**src/rtl/uart_axis_bridge_if.sv**
```systemverilog
// -----------------------------------------------------------------------------
// uart_axis_bridge_if
//
// Purpose : Byte-wide AXI-Stream link used on both sides of uart_axis_bridge.
//           The bridge drives one instance as master (received bytes towards
//           the command engine) and consumes another as slave (response bytes
//           from the engine).
//
// Signals : tdata  [7:0]  byte payload
//           tvalid        payload valid
//           tready        sink accepts payload
//           tlast         end of packet (not used for framing by the bridge)
//
// Modports: master - drives tdata/tvalid/tlast, observes tready
//           slave  - observes tdata/tvalid/tlast, drives tready
// -----------------------------------------------------------------------------
interface uart_axis_bridge_if;
    logic [7:0] tdata;
    logic       tvalid;
    logic       tready;
    logic       tlast;

    modport master (output tdata, output tvalid, output tlast, input tready);
    modport slave  (input tdata, input tvalid, input tlast, output tready);
endinterface

```
**src/rtl/uart_axis_bridge.sv**
```systemverilog
// -----------------------------------------------------------------------------
// uart_axis_bridge
//
// Purpose : Byte-serial front end for the Wishbone-over-AXIS command engine.
//           A UART receiver deserializes host bytes into a one-entry holding
//           register presented on m_axis; a UART transmitter serializes the
//           engine's response bytes taken from s_axis. Framing is 8N1, LSB
//           first, with the bit time set by the integer divider BAUD_DIV
//           (minimum 4). RX and TX run fully independently.
//
// Optional: define UART_PARITY_EN to insert an even-parity bit after data
//           bit 7 in both directions (8E1). Undefined: 8N1, rx_parity_err = 0.
//
// Ports   : clk            system clock
//           rst            asynchronous, active-high reset
//           uart_rxd       serial receive line (asynchronous, idle high)
//           uart_txd       serial transmit line (registered, idle high)
//           m_axis         master: received bytes, tlast tied 0
//           s_axis         slave : bytes to transmit, tlast ignored
//           rx_overrun     1-cycle pulse: byte dropped, holding register full
//           rx_frame_err   1-cycle pulse: stop bit sampled low
//           rx_parity_err  1-cycle pulse: parity mismatch (0 without option)
//           tx_busy        high from byte acceptance to end of stop bit
// -----------------------------------------------------------------------------
module uart_axis_bridge #(
    parameter int BAUD_DIV = 868
) (
    input  logic               clk,
    input  logic               rst,
    input  logic               uart_rxd,
    output logic               uart_txd,
    uart_axis_bridge_if.master m_axis,
    uart_axis_bridge_if.slave  s_axis,
    output logic               rx_overrun,
    output logic               rx_frame_err,
    output logic               rx_parity_err,
    output logic               tx_busy
);

    localparam int CNT_W = $clog2(BAUD_DIV);
    localparam logic [CNT_W-1:0] BAUD_LAST = CNT_W'(BAUD_DIV - 1);
    localparam logic [CNT_W-1:0] BAUD_HALF = CNT_W'(BAUD_DIV / 2 - 1);

    typedef enum logic [2:0] {
        R_WAIT_HIGH,
        R_IDLE,
        R_START,
        R_DATA,
        R_PARITY,
        R_STOP
    } rx_state_t;

    typedef enum logic [2:0] {
        T_IDLE,
        T_START,
        T_DATA,
        T_PARITY,
        T_STOP
    } tx_state_t;

    // ------------------------------------------------------------------------
    // RX synchronizer: flops reset to the idle (high) line level so a reset
    // never looks like a start bit.
    // ------------------------------------------------------------------------
    logic [1:0] rx_sync_q;
    logic       rxd_s;

    always_ff @(posedge clk or posedge rst) begin
        if (rst) begin
            rx_sync_q <= 2'b11;
        end else begin
            rx_sync_q <= {rx_sync_q[0], uart_rxd};
        end
    end

    assign rxd_s = rx_sync_q[1];

    // ------------------------------------------------------------------------
    // RX FSM
    // ------------------------------------------------------------------------
    rx_state_t      rx_state_q, rx_state_d;
    logic [CNT_W-1:0] rx_cnt_q, rx_cnt_d;
    logic [2:0]     rx_bit_q, rx_bit_d;
    logic [7:0]     rx_shift_q, rx_shift_d;
    logic           rx_deliver;
    logic           rx_ferr_d;
    logic           rx_perr_d;
`ifdef UART_PARITY_EN
    logic           rx_par_q, rx_par_d;
`endif

    always_ff @(posedge clk or posedge rst) begin
        if (rst) begin
            rx_state_q <= R_WAIT_HIGH;
            rx_cnt_q   <= '0;
            rx_bit_q   <= '0;
            rx_shift_q <= '0;
`ifdef UART_PARITY_EN
            rx_par_q   <= 1'b0;
`endif
        end else begin
            rx_state_q <= rx_state_d;
            rx_cnt_q   <= rx_cnt_d;
            rx_bit_q   <= rx_bit_d;
            rx_shift_q <= rx_shift_d;
`ifdef UART_PARITY_EN
            rx_par_q   <= rx_par_d;
`endif
        end
    end

    always_comb begin
        rx_state_d = rx_state_q;
        rx_cnt_d   = rx_cnt_q;
        rx_bit_d   = rx_bit_q;
        rx_shift_d = rx_shift_q;
        rx_deliver = 1'b0;
        rx_ferr_d  = 1'b0;
        rx_perr_d  = 1'b0;
`ifdef UART_PARITY_EN
        rx_par_d   = rx_par_q;
`endif
        case (rx_state_q)
            R_WAIT_HIGH: begin
                if (rxd_s) rx_state_d = R_IDLE;
            end
            R_IDLE: begin
                if (!rxd_s) begin
                    rx_state_d = R_START;
                    rx_cnt_d   = '0;
                end
            end
            R_START: begin
                // Re-check the start bit mid-way; a high line here is a glitch.
                if (rx_cnt_q == BAUD_HALF) begin
                    rx_cnt_d   = '0;
                    rx_bit_d   = '0;
                    rx_state_d = rxd_s ? R_IDLE : R_DATA;
                end else begin
                    rx_cnt_d = rx_cnt_q + CNT_W'(1);
                end
            end
            R_DATA: begin
                // Counter was re-based at mid start bit, so BAUD_LAST lands
                // in the middle of each data bit.
                if (rx_cnt_q == BAUD_LAST) begin
                    rx_cnt_d   = '0;
                    rx_shift_d = {rxd_s, rx_shift_q[7:1]};
                    rx_bit_d   = rx_bit_q + 3'd1;
                    if (rx_bit_q == 3'd7) begin
`ifdef UART_PARITY_EN
                        rx_state_d = R_PARITY;
`else
                        rx_state_d = R_STOP;
`endif
                    end
                end else begin
                    rx_cnt_d = rx_cnt_q + CNT_W'(1);
                end
            end
`ifdef UART_PARITY_EN
            R_PARITY: begin
                if (rx_cnt_q == BAUD_LAST) begin
                    rx_cnt_d   = '0;
                    rx_par_d   = rxd_s;
                    rx_state_d = R_STOP;
                end else begin
                    rx_cnt_d = rx_cnt_q + CNT_W'(1);
                end
            end
`endif
            R_STOP: begin
                if (rx_cnt_q == BAUD_LAST) begin
                    rx_cnt_d = '0;
                    if (!rxd_s) begin
                        // Bad stop bit (or break): wait for the line to
                        // return high before hunting for a new start bit.
                        rx_ferr_d  = 1'b1;
                        rx_state_d = R_WAIT_HIGH;
                    end else begin
                        rx_state_d = R_IDLE;
`ifdef UART_PARITY_EN
                        if ((^rx_shift_q) ^ rx_par_q) begin
                            rx_perr_d = 1'b1;
                        end else begin
                            rx_deliver = 1'b1;
                        end
`else
                        rx_deliver = 1'b1;
`endif
                    end
                end else begin
                    rx_cnt_d = rx_cnt_q + CNT_W'(1);
                end
            end
            default: rx_state_d = R_WAIT_HIGH;
        endcase
    end

    // ------------------------------------------------------------------------
    // RX holding register and status pulses. A handshake in the delivery
    // cycle frees the slot, so the new byte loads instead of overrunning.
    // ------------------------------------------------------------------------
    logic [7:0] m_tdata_q;
    logic       m_tvalid_q;
    logic       m_full;
    logic       ovr_q, ferr_q, perr_q;

    assign m_full = m_tvalid_q && !m_axis.tready;

    always_ff @(posedge clk or posedge rst) begin
        if (rst) begin
            m_tdata_q  <= '0;
            m_tvalid_q <= 1'b0;
            ovr_q      <= 1'b0;
            ferr_q     <= 1'b0;
            perr_q     <= 1'b0;
        end else begin
            ovr_q  <= rx_deliver && m_full;
            ferr_q <= rx_ferr_d;
            perr_q <= rx_perr_d;
            if (rx_deliver && !m_full) begin
                m_tdata_q  <= rx_shift_q;
                m_tvalid_q <= 1'b1;
            end else if (m_tvalid_q && m_axis.tready) begin
                m_tvalid_q <= 1'b0;
            end
        end
    end

    assign m_axis.tdata  = m_tdata_q;
    assign m_axis.tvalid = m_tvalid_q;
    assign m_axis.tlast  = 1'b0;
    assign rx_overrun    = ovr_q;
    assign rx_frame_err  = ferr_q;
    assign rx_parity_err = perr_q;

    // ------------------------------------------------------------------------
    // TX FSM. txd and tready are registered; tready is held low in reset and
    // follows "next state is idle" so it drops the cycle after acceptance.
    // ------------------------------------------------------------------------
    tx_state_t        tx_state_q, tx_state_d;
    logic [CNT_W-1:0] tx_cnt_q, tx_cnt_d;
    logic [2:0]       tx_bit_q, tx_bit_d;
    logic [7:0]       tx_shift_q, tx_shift_d;
    logic             txd_q, txd_d;
    logic             tready_q, tready_d;
    logic             tx_hs;
    logic             unused_tlast;
`ifdef UART_PARITY_EN
    logic             tx_par_q, tx_par_d;
`endif

    assign unused_tlast = s_axis.tlast;
    assign tx_hs        = s_axis.tvalid && tready_q;

    always_ff @(posedge clk or posedge rst) begin
        if (rst) begin
            tx_state_q <= T_IDLE;
            tx_cnt_q   <= '0;
            tx_bit_q   <= '0;
            tx_shift_q <= '0;
            txd_q      <= 1'b1;
            tready_q   <= 1'b0;
`ifdef UART_PARITY_EN
            tx_par_q   <= 1'b0;
`endif
        end else begin
            tx_state_q <= tx_state_d;
            tx_cnt_q   <= tx_cnt_d;
            tx_bit_q   <= tx_bit_d;
            tx_shift_q <= tx_shift_d;
            txd_q      <= txd_d;
            tready_q   <= tready_d;
`ifdef UART_PARITY_EN
            tx_par_q   <= tx_par_d;
`endif
        end
    end

    always_comb begin
        tx_state_d = tx_state_q;
        tx_cnt_d   = tx_cnt_q;
        tx_bit_d   = tx_bit_q;
        tx_shift_d = tx_shift_q;
        txd_d      = txd_q;
`ifdef UART_PARITY_EN
        tx_par_d   = tx_par_q;
`endif
        case (tx_state_q)
            T_IDLE: begin
                txd_d = 1'b1;
                if (tx_hs) begin
                    tx_state_d = T_START;
                    tx_cnt_d   = '0;
                    tx_shift_d = s_axis.tdata;
                    txd_d      = 1'b0;
`ifdef UART_PARITY_EN
                    tx_par_d   = ^s_axis.tdata;
`endif
                end
            end
            T_START: begin
                if (tx_cnt_q == BAUD_LAST) begin
                    tx_state_d = T_DATA;
                    tx_cnt_d   = '0;
                    tx_bit_d   = '0;
                    txd_d      = tx_shift_q[0];
                end else begin
                    tx_cnt_d = tx_cnt_q + CNT_W'(1);
                end
            end
            T_DATA: begin
                if (tx_cnt_q == BAUD_LAST) begin
                    tx_cnt_d   = '0;
                    tx_bit_d   = tx_bit_q + 3'd1;
                    tx_shift_d = {1'b0, tx_shift_q[7:1]};
                    if (tx_bit_q == 3'd7) begin
`ifdef UART_PARITY_EN
                        tx_state_d = T_PARITY;
                        txd_d      = tx_par_q;
`else
                        tx_state_d = T_STOP;
                        txd_d      = 1'b1;
`endif
                    end else begin
                        txd_d = tx_shift_q[1];
                    end
                end else begin
                    tx_cnt_d = tx_cnt_q + CNT_W'(1);
                end
            end
`ifdef UART_PARITY_EN
            T_PARITY: begin
                if (tx_cnt_q == BAUD_LAST) begin
                    tx_state_d = T_STOP;
                    tx_cnt_d   = '0;
                    txd_d      = 1'b1;
                end else begin
                    tx_cnt_d = tx_cnt_q + CNT_W'(1);
                end
            end
`endif
            T_STOP: begin
                if (tx_cnt_q == BAUD_LAST) begin
                    tx_state_d = T_IDLE;
                    tx_cnt_d   = '0;
                    txd_d      = 1'b1;
                end else begin
                    tx_cnt_d = tx_cnt_q + CNT_W'(1);
                end
            end
            default: begin
                tx_state_d = T_IDLE;
                txd_d      = 1'b1;
            end
        endcase
        tready_d = (tx_state_d == T_IDLE);
    end

    assign uart_txd      = txd_q;
    assign s_axis.tready = tready_q;
    assign tx_busy       = (tx_state_q != T_IDLE);

endmodule

```
**src/flat_wrapper.sv**
```systemverilog
// flat-port wrapper written by rule: the top's interface ports become plain ports
module uart_axis_bridge_flat 
#(
    parameter int BAUD_DIV = 868
)
  (clk, rst, uart_rxd, uart_txd, rx_overrun, rx_frame_err, rx_parity_err, tx_busy, m_axis_tdata, m_axis_tvalid, m_axis_tlast, m_axis_tready, s_axis_tdata, s_axis_tvalid, s_axis_tlast, s_axis_tready);
  uart_axis_bridge_if m_axis_i ();
  uart_axis_bridge_if s_axis_i ();
  input  logic clk;
  input  logic rst;
  input  logic uart_rxd;
  output logic uart_txd;
  output logic rx_overrun;
  output logic rx_frame_err;
  output logic rx_parity_err;
  output logic tx_busy;
  output wire logic [$bits(m_axis_i.tdata)-1:0] m_axis_tdata;
  output wire logic [$bits(m_axis_i.tvalid)-1:0] m_axis_tvalid;
  output wire logic [$bits(m_axis_i.tlast)-1:0] m_axis_tlast;
  input wire logic [$bits(m_axis_i.tready)-1:0] m_axis_tready;
  input wire logic [$bits(s_axis_i.tdata)-1:0] s_axis_tdata;
  input wire logic [$bits(s_axis_i.tvalid)-1:0] s_axis_tvalid;
  input wire logic [$bits(s_axis_i.tlast)-1:0] s_axis_tlast;
  output wire logic [$bits(s_axis_i.tready)-1:0] s_axis_tready;
  assign m_axis_tdata = m_axis_i.tdata;
  assign m_axis_tvalid = m_axis_i.tvalid;
  assign m_axis_tlast = m_axis_i.tlast;
  assign m_axis_i.tready = m_axis_tready;
  assign s_axis_i.tdata = s_axis_tdata;
  assign s_axis_i.tvalid = s_axis_tvalid;
  assign s_axis_i.tlast = s_axis_tlast;
  assign s_axis_tready = s_axis_i.tready;
  uart_axis_bridge #(.BAUD_DIV(BAUD_DIV)) u_core (.clk(clk), .rst(rst), .uart_rxd(uart_rxd), .uart_txd(uart_txd), .m_axis(m_axis_i), .s_axis(s_axis_i), .rx_overrun(rx_overrun), .rx_frame_err(rx_frame_err), .rx_parity_err(rx_parity_err), .tx_busy(tx_busy));
endmodule
```
**config.mk**
```make
export PLATFORM = sky130hd
export DESIGN_NAME = uart_axis_bridge_flat
export DESIGN_NICKNAME = d
export VERILOG_FILES = /design/src/rtl/uart_axis_bridge_if.sv /design/src/rtl/uart_axis_bridge.sv /design/src/flat_wrapper.sv
export SDC_FILE = /design/constraint.sdc
export NUM_CORES = 1
export LEC_CHECK = 0
export ABC_AREA = 1
export CORE_UTILIZATION = 55
export CTS_CLUSTER_SIZE = 24
export DETAILED_ROUTE_END_ITERATION = 10
export HOLD_SLACK_MARGIN = 0.15
export PLACE_DENSITY = 0.77
export SYNTH_ARGS = -nofsm -noshare
export SYNTH_HDL_FRONTEND = slang
export SYNTH_SLANG_ARGS = --single-unit
```
**constraint.sdc**
```tcl
create_clock -name clk -period 3.7 [get_ports clk]
set_input_delay 0.74 -clock clk [delete_from_list [all_inputs] [get_ports clk]]
set_output_delay 0.74 -clock clk [all_outputs]
set_load 0.01 [all_outputs]
```
==> metrics.md, run 1 <==
| Metric | Value |
|---|---|
| Worst Path Arrival | 1.69 ns |
| Via count | 3086 |
| Die area | 6830 um^2 |
| TritonCTS sink count | 63 |
| Die Wd | 82.7 um |
| Die Span Y | 82.7 um |
| Crit-path leading delay family | buffers and inverters |
| Placed Instances | 594 |
| P per Cell Area | 551 nW/um^2 |
| Async set-reset flop share out of synthesis | 100% |
| Place WS | 1.59 ns |
| CTS Buffer Depth | 2 |
| Status | completed |
| Ranking of synthesized cells by area | dfrtp_1, nand2_1, inv_1 |
| Core Area | 6310 um^2 |
| Fmax | 412 MHz |
| Cell area after synthesis | 3580 um^2 |
| Worst-Skew Late Latency | 0.36 ns |
| Max stage delay on crit path | 0.49 ns |
| Cts hold-fix bufs | 0 |
| Instance count on the critical path | 5 |
| CP Class | register to primary output |
| Antenna cells | 0 |
| Slew headroom | 66.7% |
| Initial antenna violation count | 0 |
| Final slew viol count | 0 |
| Crit path max fanout | 4 |
| Total CTS buffers | 9 |
| WL met1 | 3.55 mm |
| Distinct cell type count after synthesis | 31 |
| Post-synth top area share | 42.0% |
| RSZ-0062 raised after global routing | no |
| Routed Antenna Nets | 0 |
| Share of cells above drive strength 1 | 9.19% |
| Max_cap viols | 0 |
| Reg-to-Reg End | u_core.rx_bit_q[0]$_DFFE_PP0P_ |
| Critical path destination | tx_busy |
| Tot GR Track Use | 24.9% |
| Fin. Hold Viols | 0 |
| Largest net degree at the start of global routing | 33 |
| Post-CTS sizing | 0 |
| Slew @ Worst Pin | 0.498 ns |
| Largest family of logic cells by synthesized area | simple AND/OR/NAND/NOR gates |
| Top sig layer | met4 |
| CTS root buf | clkbuf_8 |
| Worst hold path type | register to register |
| Met3 routed WL | 249 um |
| Final Non-Filler Cells | 610 |
| Initial Util | 56.7% |
| Vias in the first global route | 2883 |
| Final setup viols | 0 |
| Final period utilization | 65.6% |
| Commonest cells post-synth | nand2_1, inv_1, dfrtp_1 |
| DRC viols | 0 |
| Worst Setup Slack, final | 1.27 ns |
| WL final | 7.47 mm |
| Mean Syn Cell Area | 7.21 um^2 |
| Grt ovf | 0 |
| H-tree levels | 3 |
| Fillers | 581 |
| Final Power | 2250 uW |
| Setup TNS Final | 0 ns |
| Yosys warnings | 0 |
| EDFF count, synth | 0 |
| Clk_skew | 0.00854 ns |
| CP max-delay cell | clkdlybuf4s50_1 |
| R2r setup slk | 1.58 ns |
| Drt wl/cell | 12.2 um |
| Start point of the critical path | u_core.tx_state_q[1]$_DFF_PP0_ |
| Seq/Total Area, Yosys | 44.2% |
| DP HPWL | 5.35 mm |
| CP bufs+invs | 3 |
| FF+latch count, synth | 63 |
| First-pass GRT wire length | 12.7 mm |
| Area share of xor/xnor cells in the synthesized design | 1.22% |
| DRT Pass-1 Iters | 4 |
| Vias per cell | 5.06 |
| Share of synthesized area spent on multiplexers | 0% |
| Pleak | 0.00224 uW |
| Complex-gate fraction of the synthesized area | 4.06% |
| Initial drt markers | 168 |
| Cell count after synthesis | 496 |
| Post-CTS setup buffers | 0 |
| Startpoint Class | register |
| Number of port buffers | 26 |
| Simple-gate share of the synthesized area | 38.1% |
| # IOs | 30 |
| Layout Nets | 549 |
| Area growth syn-to-layout | 14.1% |
| RR Startpoint | u_core.rx_cnt_q[0]$_DFFE_PP0P_ |
| Yosys top cell by area | dfrtp_1 |
| Critical path endpoint category | primary output |
| Most frequent CP cell | nor2_1 |
| Most instantiated library cell after synthesis | nand2_1 |
| Met2 WL | 3.58 mm |
| Synth Area in Adders | 2.45% |
| Maximum VDD drop | 0.000376 V |
| Final worst path period need | 2.43 ns |
| Clk slew on worst S/H paths | 0.08 ns |
| R2R depth | 8 |
| Placer Congestion | 0.899 |
| Req. time, crit path | 2.96 ns |
| Row count | 29 |
| TritonCTS clock tree | done |
| Crit-path cells | nor2_1 > inv_1 > nor2_1 > inv_2 > clkdlybuf4s50_1 |
| Primary FF master, synth | dfrtp_1 |
## where the power goes
| group | internal [uW] | leakage [uW] | switching (uW) |
|---|---|---|---|
| Combinational | 235 | 0.00135 | 421 |
| Clock | 312 | 0.0000956 | 296 |
| Sequential | 828 | 0.000792 | 157 |
| Total | 1370 | 0.00224 | 874 |
## worst min-delay path by stage
stage	start	to	slack, ns	cells past startpoint
floorplan	u_core.rx_sync_q[0]$_DFF_PP1_	u_core.rx_sync_q[1]$_DFF_PP1_	0.35	0
global placement	u_core.rx_sync_q[0]$_DFF_PP1_	u_core.rx_sync_q[1]$_DFF_PP1_	0.35	0
detailed placement	u_core.rx_sync_q[0]$_DFF_PP1_	u_core.rx_sync_q[1]$_DFF_PP1_	0.35	0
CTS	u_core.rx_sync_q[0]$_DFF_PP1_	u_core.rx_sync_q[1]$_DFF_PP1_	0.36	0
global route	u_core.rx_sync_q[0]$_DFF_PP1_	u_core.rx_sync_q[1]$_DFF_PP1_	0.37	0
finish	u_core.rx_sync_q[0]$_DFF_PP1_	u_core.rx_sync_q[1]$_DFF_PP1_	0.36	0
## logic make-up (layout without fill, tap and decap cells)
family	Yosys count	in the layout
AOI/OAI and AO/OA	26	26
xor gates and xnor gates	5	5
adders and majority gates	7	7
buffers and inverters	84	120
DFF	63	63
other	1	2
and+or+nand+nor	310	310
## cell type report
class / instances / area, um^2 / area share [%]
clock inverter: 7 / 72.6 / 1.78
multi-input combinational: 350 / 1650 / 40.4
clock buffer: 9 / 124 / 3.03
inverter: 76 / 285 / 6.99
timing repair buffer: 28 / 275 / 6.74
tap: 77 / 96.3 / 2.36
sequential: 63 / 1580 / 38.7
## placed cells by master (no fill, tap or decap)
cell             instances
o211ai_1                 2
clkinv_2                 2
o22ai_1                  1
nand2_2                  7
nor2_4                   4
conb_1                   2
buf_4                    2
inv_6                    1
dfstp_2                  3
a21oi_2                  1
or2_2                    2
o21ai_1                  3
clkinv_4                 1
nor2_1                  52
a21o_1                   1
dfrtp_1                 60
nand3b_1                 1
inv_1                   69
nor3_4                   1
a21oi_1                  2
nand3_1                 41
inv_2                    7
clkdlybuf4s50_1         26
ha_1                     7
nand4_1                 17
o21bai_1                 1
nor3_1                   5
nand3_4                  1
clkinvlp_4               2
nor2_2                   4
xor2_1                   5
nand2_1                174
o21ai_0                 15
clkbuf_8                 9
nand2_4                  1
bufinv_16                1
## per-layer routing
layer  track usage (%)  vias to the layer above
met1              32.7                     1429
met5                 0                        -
li1                  -                     1599
met3              6.37                        8
met4              8.28                        0
met2              40.2                       50
## sequential cells by signal (all words and copies together) (netlist names)
signal                flops
u_core.m_axis.tdata       8
u_core.tx_state_q         3
u_core.rx_bit_q           3
u_core.uart_txd           1
u_core.rx_cnt_q          10
u_core.tx_cnt_q          10
u_core.tx_shift_q         8
u_core.rx_overrun         1
u_core.rx_sync_q          2
u_core.m_axis.tvalid      1
u_core.s_axis.tready      1
u_core.tx_bit_q           3
u_core.rx_shift_q         8
u_core.rx_state_q         3
u_core.rx_frame_err       1
## per-stage QoR
step	instance area, um^2	utilization, %	hold WS (ns)
after detailed placement	3880	61.5	0.348
after CTS	4080	64.6	0.359
final	4080	64.6	0.358
after global routing	4080	64.6	0.365
after global placement	3880	61.5	0.347
after floorplan	3580	-	0.345
Power figures use the tool's default switching activity.
==> run 2, diff against run 1 <==
- clock period: 3.7 -> 2.28 ns (I/O delays scaled with it)
==> metrics.md, run 2 (synthesis gave the netlist of run 1 again) <==
| Metric | Value |
|---|---|
| Start point of the critical path | u_core.tx_state_q[0]$_DFF_PP0_ |
| CTS Buffer Depth | 2 |
| Die area | 6830 um^2 |
| RR Startpoint | u_core.rx_cnt_q[0]$_DFFE_PP0P_ |
| Worst hold path type | register to register |
| Row count | 29 |
| Clk slew on worst S/H paths | 0.08 ns |
| Fillers | 554 |
| Startpoint Class | register |
| Area of the multi-input gates | 1650 um^2 |
| Max_cap viols | 0 |
| GR Util met2 | 38.8% |
| P per Cell Area | 937 nW/um^2 |
| Share of cells above drive strength 1 | 9.36% |
| Die Wd | 82.7 um |
| Register area | 1580 um^2 |
| DRC viols | 0 |
| CTS root buf | clkbuf_8 |
| Placer Congestion | 0.869 |
| Most frequent cells in the layout | nand2_1, inv_1, dfrtp_1, nor2_1, nand3_1 |
| Hold Startpoint | u_core.rx_sync_q[0]$_DFF_PP1_ |
| Min Hold Slack | 0.365 ns |
| Area growth syn-to-layout | 16.0% |
| Vias per cell | 5.12 |
| GRT met3 Usage | 4.40% |
| Finished Core Util | 65.7% |
| Number of port buffers | 26 |
| Most common cell after layout, fill and taps aside | nand2_1 |
| RSZ-0062 raised after global routing | no |
| Final period utilization | 93.7% |
| TritonCTS sink count | 63 |
| Post-CTS sizing | 0 |
| Req. time, crit path | 1.82 ns |
| R2r setup slk | 0.36 ns |
| Cts hold-fix bufs | 0 |
| Total CTS buffers | 9 |
| Final setup viols | 0 |
| Place WS | 0.452 ns |
| Initial Util | 56.7% |
| H-tree levels | 3 |
| Vias in the first global route | 2855 |
| Fin. Hold Viols | 0 |
| DRT Pass-1 Iters | 5 |
| M1 GR Usage | 31.9% |
| Core Area | 6310 um^2 |
| Worst Path Arrival | 1.68 ns |
| WL final | 7.65 mm |
| Grt ovf | 0 |
| Crit path max fanout | 4 |
| First-pass GRT wire length | 12.6 mm |
| Fmax | 468 MHz |
| Largest net degree at the start of global routing | 64 |
| Initial antenna violation count | 0 |
| DP HPWL | 5.18 mm |
| Maximum VDD drop | 0.000600 V |
| Final slew viol count | 0 |
| # IOs | 30 |
| Via count | 3131 |
| Initial drt markers | 260 |
| Status | completed |
| Top Registers | u_core.rx_cnt_q (10), u_core.tx_cnt_q (10) |
| Antenna cells | 0 |
| Layout Nets | 550 |
| Clk_skew | 0.0134 ns |
| Post-CTS setup buffers | 0 |
| Drt wl/cell | 12.5 um |
| CP Class | register to primary output |
| Final worst path period need | 2.14 ns |
| Pleak | 0.00228 uW |
| Critical path endpoint category | primary output |
| Worst Setup Slack, final | 0.143 ns |
| Worst-Skew Late Latency | 0.35 ns |
| Setup TNS Final | 0 ns |
| TritonCTS clock tree | done |
| Layer with the highest usage | met2 |
| Routed Antenna Nets | 0 |
| Tot GR Track Use | 24.6% |
| Die Span Y | 82.7 um |
| Final Power | 3890 uW |
==> run 2: cell types whose count changed in the layout (fill, tap and decap cells not counted) <==
cell | before | now
bufinv_16 | 1 | 3
clkinv_4 | 1 | 3
clkinvlp_4 | 2 | 0
buf_12 | 0 | 1
clkinv_2 | 2 | 1
inv_6 | 1 | 0
==> run 2: through the flow <==
stage	instance area, um^2	cells
after floorplan	3580	497
after CTS	4150	611
after global placement	3910	595
final	4150	611
after detailed placement	3910	595
after global routing	4150	611
==> run 2: area by class of cell <==
cell class                 count  share of cell area [%]
clock buffer                   9                    2.98
clock inverter                 7                    2.92
inverter                      76                    6.87
multi-input combinational    350                    39.7
sequential                    63                    38.1
tap                           77                    2.32
timing repair buffer          29                    7.11
==> run 2: critical path, stage by stage, from the launching register on <==
cell and delay, ns:
dfrtp_1 0.42, nor2_1 0.10, inv_1 0.06, nor2_1 0.18
inv_2 0.08, clkdlybuf4s50_1 0.49
==> run 2: per-layer routing <==
metal  wire length (um)  part of all wire, %
met5                  0                    0
met2               3570                   47
met3                317                  4.1
met1               3560                   47
met4                202                  2.6
==> run 2: worst paths after layout <==
path                                                        to  cells past startpoint
worst max-delay path                                   tx_busy                      5
worst min-delay path             u_core.rx_sync_q[1]$_DFF_PP1_                      0
worst max register to register  u_core.rx_bit_q[0]$_DFFE_PP0P_                      8
worst min register to register   u_core.rx_sync_q[1]$_DFF_PP1_                      0
max in group asynchronous        u_core.rx_sync_q[0]$_DFF_PP1_                      3
min in group asynchronous       u_core.tx_cnt_q[4]$_DFFE_PP0P_                      3
==> run 2: report_power, final <==
group | leakage (uW) | switching, uW | internal [uW]
Combinational | 0.00136 | 709 | 384
Sequential | 0.000792 | 253 | 1340
Clock | 0.000123 | 471 | 729
==> run 3, diff against run 2 <==
- CTS_BUF_LIST: unset -> sky130_fd_sc_hd__clkbuf_8
==> results of run 3 <==
No change in the layout: final DEF, timing and power equal those of run 2.
